### src/rtl/logic_shift_unit_if.sv
// Handshake bus of the logic/shift unit: operand/op request side and
// registered result side, each with its own valid/ready pair.
interface logic_shift_unit_if #(
    parameter int N  = 32,
    parameter int SW = $clog2(N)
);
    logic          in_valid;
    logic          in_ready;
    logic [N-1:0]  A;
    logic [N-1:0]  B;
    logic [2:0]    op;
    logic [SW-1:0] shamt;
    logic          out_valid;
    logic          out_ready;
    logic [N-1:0]  R;
    logic          zero;
    logic          busy;

    // Producer/consumer side (drives operands, accepts results)
    modport master (
        output in_valid, A, B, op, shamt, out_ready,
        input  in_ready, out_valid, R, zero, busy
    );

    // Execution unit side
    modport slave (
        input  in_valid, A, B, op, shamt, out_ready,
        output in_ready, out_valid, R, zero, busy
    );
endinterface

### src/rtl/logic_shift_unit.sv
// Logical unit of the ALU cluster: AND/OR/XOR/NOR/LUI in one cycle,
// SLL/SRL/SRA iteratively at one bit per cycle. Result R and zero flag
// are registered and held until the consumer takes them.
module logic_shift_unit #(
    parameter int N  = 32,
    parameter int SW = $clog2(N)
) (
    input  logic              clk,
    input  logic              reset_n,
    logic_shift_unit_if.slave bus
);
    typedef enum logic [1:0] {
        IDLE  = 2'd0,
        SHIFT = 2'd1,
        DONE  = 2'd2
    } state_t;

    localparam logic [2:0] OP_AND = 3'b000;
    localparam logic [2:0] OP_OR  = 3'b001;
    localparam logic [2:0] OP_XOR = 3'b010;
    localparam logic [2:0] OP_NOR = 3'b011;
    localparam logic [2:0] OP_SLL = 3'b100;
    localparam logic [2:0] OP_SRL = 3'b101;
    localparam logic [2:0] OP_SRA = 3'b110;
    localparam logic [2:0] OP_LUI = 3'b111;

    state_t        state;
    state_t        state_nxt;
    logic          started;
    logic [N-1:0]  work;
    logic [SW-1:0] cnt;
    logic [2:0]    shop;
    logic          accept;
    logic          retire;
    logic          needs_shift;
    logic [N-1:0]  lres;
    logic [N-1:0]  shifted;

    // Single-cycle result; shift encodings land here only when shamt is 0
    function automatic logic [N-1:0] logic_result(input logic [N-1:0] a,
                                                  input logic [N-1:0] b,
                                                  input logic [2:0]   f);
        case (f)
            OP_AND:  return a & b;
            OP_OR:   return a | b;
            OP_XOR:  return a ^ b;
            OP_NOR:  return ~(a | b);
            OP_LUI:  return {b[N/2-1:0], {(N/2){1'b0}}};
            default: return a;
        endcase
    endfunction

    // One-bit step of the iterative shifter; SRA keeps the sign bit
    function automatic logic [N-1:0] shift_step(input logic [N-1:0] w,
                                                input logic [2:0]   f);
        logic signed [N-1:0] sw;
        sw = w;
        case (f)
            OP_SLL:  return {w[N-2:0], 1'b0};
            OP_SRL:  return {1'b0, w[N-1:1]};
            default: return $unsigned(sw >>> 1);
        endcase
    endfunction

    // Handshake decode and combinational result candidates
    always_comb begin
        accept      = bus.in_valid & bus.in_ready;
        retire      = bus.out_valid & bus.out_ready;
        needs_shift = (bus.op inside {OP_SLL, OP_SRL, OP_SRA}) && (bus.shamt != '0);
        lres        = logic_result(bus.A, bus.B, bus.op);
        shifted     = shift_step(work, shop);
    end

    // State register; started keeps in_ready low until the first edge out of reset
    always_ff @(posedge clk or negedge reset_n) begin
        if (!reset_n) begin
            state   <= IDLE;
            started <= 1'b0;
        end else begin
            state   <= state_nxt;
            started <= 1'b1;
        end
    end

    // Next-state logic
    always_comb begin
        state_nxt = state;
        case (state)
            IDLE:    if (accept) state_nxt = needs_shift ? SHIFT : DONE;
            SHIFT:   if (cnt == SW'(1)) state_nxt = DONE;
            DONE:    if (retire) state_nxt = IDLE;
            default: state_nxt = IDLE;
        endcase
    end

    // Moore outputs
    always_comb begin
        bus.in_ready  = started && (state == IDLE);
        bus.busy      = (state == SHIFT);
        bus.out_valid = (state == DONE);
    end

    // Operand capture, iterative shift and result/zero registers
    always_ff @(posedge clk or negedge reset_n) begin
        if (!reset_n) begin
            bus.R    <= '0;
            bus.zero <= 1'b0;
            work     <= '0;
            cnt      <= '0;
            shop     <= '0;
        end else if (accept) begin
            shop <= bus.op;
            if (needs_shift) begin
                work <= bus.A;
                cnt  <= bus.shamt;
            end else begin
                bus.R    <= lres;
                bus.zero <= (lres == '0);
            end
        end else if (state == SHIFT) begin
            work <= shifted;
            cnt  <= cnt - SW'(1);
            if (cnt == SW'(1)) begin
                bus.R    <= shifted;
                bus.zero <= (shifted == '0);
            end
        end
    end
endmodule

### src/flat_wrapper.sv
// flat-port wrapper written by rule: the top's interface ports become plain ports
module logic_shift_unit_flat 
#(
    parameter int N  = 32,
    parameter int SW = $clog2(N)
)
  (clk, reset_n, bus_in_valid, bus_A, bus_B, bus_op, bus_shamt, bus_out_ready, bus_in_ready, bus_out_valid, bus_R, bus_zero, bus_busy);
  logic_shift_unit_if #(.N(N), .SW(SW)) bus_i ();
  input  logic clk;
  input  logic reset_n;
  input wire logic [$bits(bus_i.in_valid)-1:0] bus_in_valid;
  input wire logic [$bits(bus_i.A)-1:0] bus_A;
  input wire logic [$bits(bus_i.B)-1:0] bus_B;
  input wire logic [$bits(bus_i.op)-1:0] bus_op;
  input wire logic [$bits(bus_i.shamt)-1:0] bus_shamt;
  input wire logic [$bits(bus_i.out_ready)-1:0] bus_out_ready;
  output wire logic [$bits(bus_i.in_ready)-1:0] bus_in_ready;
  output wire logic [$bits(bus_i.out_valid)-1:0] bus_out_valid;
  output wire logic [$bits(bus_i.R)-1:0] bus_R;
  output wire logic [$bits(bus_i.zero)-1:0] bus_zero;
  output wire logic [$bits(bus_i.busy)-1:0] bus_busy;
  assign bus_i.in_valid = bus_in_valid;
  assign bus_i.A = bus_A;
  assign bus_i.B = bus_B;
  assign bus_i.op = bus_op;
  assign bus_i.shamt = bus_shamt;
  assign bus_i.out_ready = bus_out_ready;
  assign bus_in_ready = bus_i.in_ready;
  assign bus_out_valid = bus_i.out_valid;
  assign bus_R = bus_i.R;
  assign bus_zero = bus_i.zero;
  assign bus_busy = bus_i.busy;
  logic_shift_unit #(.N(N), .SW(SW)) u_core (.clk(clk), .reset_n(reset_n), .bus(bus_i));
endmodule
### config.mk
export PLATFORM = sky130hd
export DESIGN_NAME = logic_shift_unit_flat
export DESIGN_NICKNAME = d
export VERILOG_FILES = /design/src/rtl/logic_shift_unit_if.sv /design/src/rtl/logic_shift_unit.sv /design/src/flat_wrapper.sv
export SDC_FILE = /design/constraint.sdc
export NUM_CORES = 1
export LEC_CHECK = 0
export CAP_MARGIN = 20
export CORE_UTILIZATION = 30
export DETAILED_ROUTE_END_ITERATION = 7
export GPL_ROUTABILITY_DRIVEN = 0
export GPL_TIMING_DRIVEN = 1
export PLACE_DENSITY = 0.58
export SETUP_SLACK_MARGIN = 0.4
export SYNTH_ARGS = -nofsm -noshare
export SYNTH_HDL_FRONTEND = slang
export SYNTH_SLANG_ARGS = --single-unit
### constraint.sdc
create_clock -name clk -period 2.1 [get_ports clk]
set_clock_uncertainty 0.15 [all_clocks]
set_input_delay 0.525 -clock clk [delete_from_list [all_inputs] [get_ports clk]]
set_output_delay 0.525 -clock clk [all_outputs]
set_load 0.1 [all_outputs]
==> out/metrics.yaml <==
status: "finished, violations left"
failed_checks: "DRC, setup timing"
critical_path_class: "primary input to flip-flop"
power_frac_seq_pct: 19.2
synthTopCellsByArea: "dfrtp_1 (28%), ha_1 (12%), nor2_1 (6.3%)"
place_hpwl_mm: 19.7
crit_end: "u_core.bus.zero$_DFFE_PN0P_"
diodes: 0
grt-ovfl-total: 0
die-area_um2: 23100
hold_viol_final: 0
async_reset_ff_share_pct: 100
cp-end-kind: "flip-flop"
synth_seq_cells: 76
min_path_cells: 1
ctsRootBufferMaster: "clkbuf_16"
syn_area_per_cell_um2: 7.84
syn2layout_area_growth_pct: 104
worst_ep_arrival_time_ns: 2.34
fin_ws_ns: -0.108
drc: 17
power.density_nw_per_um2: 1140
yosysTopAreaCellShare_pct: 28.2
fin_hold_ws_ns: 0.390
hold_path_class: "flip-flop to flip-flop"
die_w_um: 152
syn-instance-count: 861
vias: 8598
synth.distinct_cells: 72
path_clk_slew_ns: 0.07
start_util_pct: 30.7
r2r_slack_ns: -0.06
cts_tree: "built"
maxCapViolations: 0
track_usage_pct: 25.0
ir_worst_vdd_mv: 1.15
worstReg2RegStart: "u_core.shop[0]$_DFFE_PN0P_"
post-place-ws_ns: -0.943
ys_warn_count: 0
intPower_uw: 8020
drt_iter0_markers: 778
port_buffers: 111
firstDrtPassIters: 7
postRouteAntennaNets: 0
path_cells: "buf_12 -> buf_8 -> buf_6 -> o211a_1 -> nor3_4 -> o2111ai_4 -> nor4_2 -> buf_4 -> nand4b_1 -> a21oi_1"
synth_edf_count: 0
vias_per_cell: 5.59
timing.fmax_mhz: 453
cp-startpoint: "bus_op[0]"
synth.net_count: 1003
total_power_uw: 15700
fp.dieH_um: 152
cts_htree_levels: 3
crit_path_max_incr_delay_ns: 0.34
pwr-share-comb_pct: 69.2
final_cell_count_no_fill: 1537
slowest_stage: "nor4_2"
ys_seq_area_share_pct: 28.2
antenna_found_initial: 0
cp-start-kind: "primary input"
cts.sinks: 76
first_global_vias: 8008
grt_max_degree: 36
setup_viol: 1
synthFlopType: "dfrtp_1"
clockBufferDepth: 2
fin_crit_sh_pct: 105
rsz0062_at_grt: "true"
switching_share_pct: 49.0
p_leak_uw: 0.00618
wl_per_cell_um: 21.5
path_max_fanout: 7
postLayoutCoreUtil_pct: 62.6
finalMaxSlewViolations: 0
insertion_delay_ns: 0.35
critPathRequiredTime_ns: 2.23
numCtsBuffers: 9
core-area_um2: 22000
wl_mm: 33.1
synth_area_um2: 6750
clockPowerShare_pct: 11.6
nets: 1394
rows: 54
grt_pass1_wl_mm: 44.7
p_switching_uw: 7690
min_period_ns: 2.21
r2r_end: "u_core.bus.zero$_DFFE_PN0P_"
io_pins: 112
worst_r2r_path_depth: 8
drive_gt1_share_pct: 58.0
dpl.cell_count: 1391
synth_area_leader_cell: "dfrtp_1"
## Yosys cell counts, drive strengths merged (3+ instances only)
cell and n:
and4b 3, buf 44, mux2 4, o22ai 9, and3 5, nor4 12, nor3 9, o311a 3
a31oi 5, a211oi 13, or4 3, o221a 3, nand2 102, a211o 3, clkbuf 19, o211ai 7
nor2b 10, a22oi 5, nand3 19, or2 7, a221oi 7, dfrtp 76, o221ai 8, mux2i 38
ha 66, a31o 4, inv 74, nand2b 9, nor2 114, a21oi 77, o21ai 55, a21o 9
nor3b 5, or3b 3, nand4 6
## placed cells by master (no fill, tap or decap), types with 11 or more instances in the layout
| cell | instances |
|---|---|
| buf_2 | 18 |
| a21oi_4 | 13 |
| buf_6 | 78 |
| o21ai_1 | 17 |
| dfrtp_1 | 76 |
| inv_2 | 15 |
| dlygate4sd2_1 | 23 |
| inv_1 | 51 |
| o21ai_2 | 22 |
| mux2i_1 | 29 |
| clkbuf_16 | 16 |
| nor2_1 | 68 |
| a21oi_1 | 22 |
| nand2_4 | 13 |
| nand2_2 | 11 |
| buf_8 | 15 |
| nand2_1 | 73 |
| a21oi_2 | 42 |
| nor2_4 | 32 |
| buf_12 | 56 |
| buf_16 | 14 |
| nor2_2 | 14 |
| ha_1 | 49 |
| buf_4 | 210 |
## area by class of cell
| class | count | area (um2) |
|---|---|---|
| Clock buffer | 10 | 229 |
| Clock inverter | 6 | 111 |
| Fill cell | 1605 | 8220 |
| Inverter | 74 | 302 |
| Multi-Input combinational cell | 650 | 5970 |
| Sequential cell | 76 | 1900 |
| Tap cell | 280 | 350 |
| Timing Repair Buffer | 441 | 4880 |
## per-layer routing
| metal | GRT usage, % | vias to the layer above | wire [um] |
|---|---|---|---|
| li1 | - | 3808 | - |
| met1 | 31.9 | 4154 | 12900 |
| met2 | 41.6 | 507 | 15800 |
| met3 | 3.31 | 129 | 2470 |
| met4 | 11.9 | 0 | 1900 |
| met5 | 0 | - | 0 |
## per-stage QoR
stage	setup TNS, ns	area [um2]
finish	-0.108	13700
global route	-0.237	13700
CTS	0	12300
detailed placement	-41.66	9930
global placement	-41.46	9930
floorplan	-18.95	6950
## critical path, delay by kind of cell
kind / cells / cell delay, ns
buf+inv: 4 / 0.52
simple gates: 3 / 0.70
compound gates: 3 / 0.58
## flip-flops by register name (all words and copies together), names as in the netlist
signal           count
u_core.bus.zero      1
u_core.work         32
u_core.cnt           5
u_core.started       1
u_core.bus.R        32
u_core.shop          3
u_core.state         2
## worst min path at each step
| stage | start | end | slack (ns) |
|---|---|---|---|
| after floorplan | reset_n | u_core.bus.R[0]$_DFFE_PN0P_ | 0.08 |
| after detailed placement | reset_n | u_core.work[24]$_DFFE_PN0P_ | 0.35 |
| after global routing | u_core.bus.R[8]$_DFFE_PN0P_ | u_core.bus.R[8]$_DFFE_PN0P_ | 0.42 |
| after CTS | u_core.cnt[1]$_DFFE_PN0P_ | u_core.cnt[1]$_DFFE_PN0P_ | 0.38 |
| after global placement | reset_n | u_core.work[28]$_DFFE_PN0P_ | 0.35 |
| final | u_core.cnt[1]$_DFFE_PN0P_ | u_core.cnt[1]$_DFFE_PN0P_ | 0.39 |
## repair_timing
action / 4_1_cts / 5_1_grt
setup buffers: 83 / 21
hold buffers: 1 / 0
gates resized for setup: 459 / 293
endpoints found under the setup margin: 75 / 78
cloned: 17 / 8
hold endpoints to repair: 29 / 0
pin swaps: 103 / 78
## power groups by stage
stage	clock network (uW)	logic [uW]	registers, uW
2_1_floorplan	0	2750	4490
3_3_place_gp	0	7530	2800
4_1_cts	1840	8710	2820
3_5_place_dp	0	7600	2800
5_1_grt	1900	11300	3050
6_report	1820	10900	3020
## logic make-up after synthesis
logic type / after synthesis / share of synthesized area (%)
AND/OR/NAND/NOR: 314 / 21.9
AO/OA/AOI/OAI: 225 / 21.1
buffers and inverters: 137 / 10.2
flip-flops: 76 / 28.2
adder cells (fa/ha/maj): 66 / 12.2
multiplexers: 42 / 6.36
other: 1 / 0.0556
(Power assumes the default switching activity.)
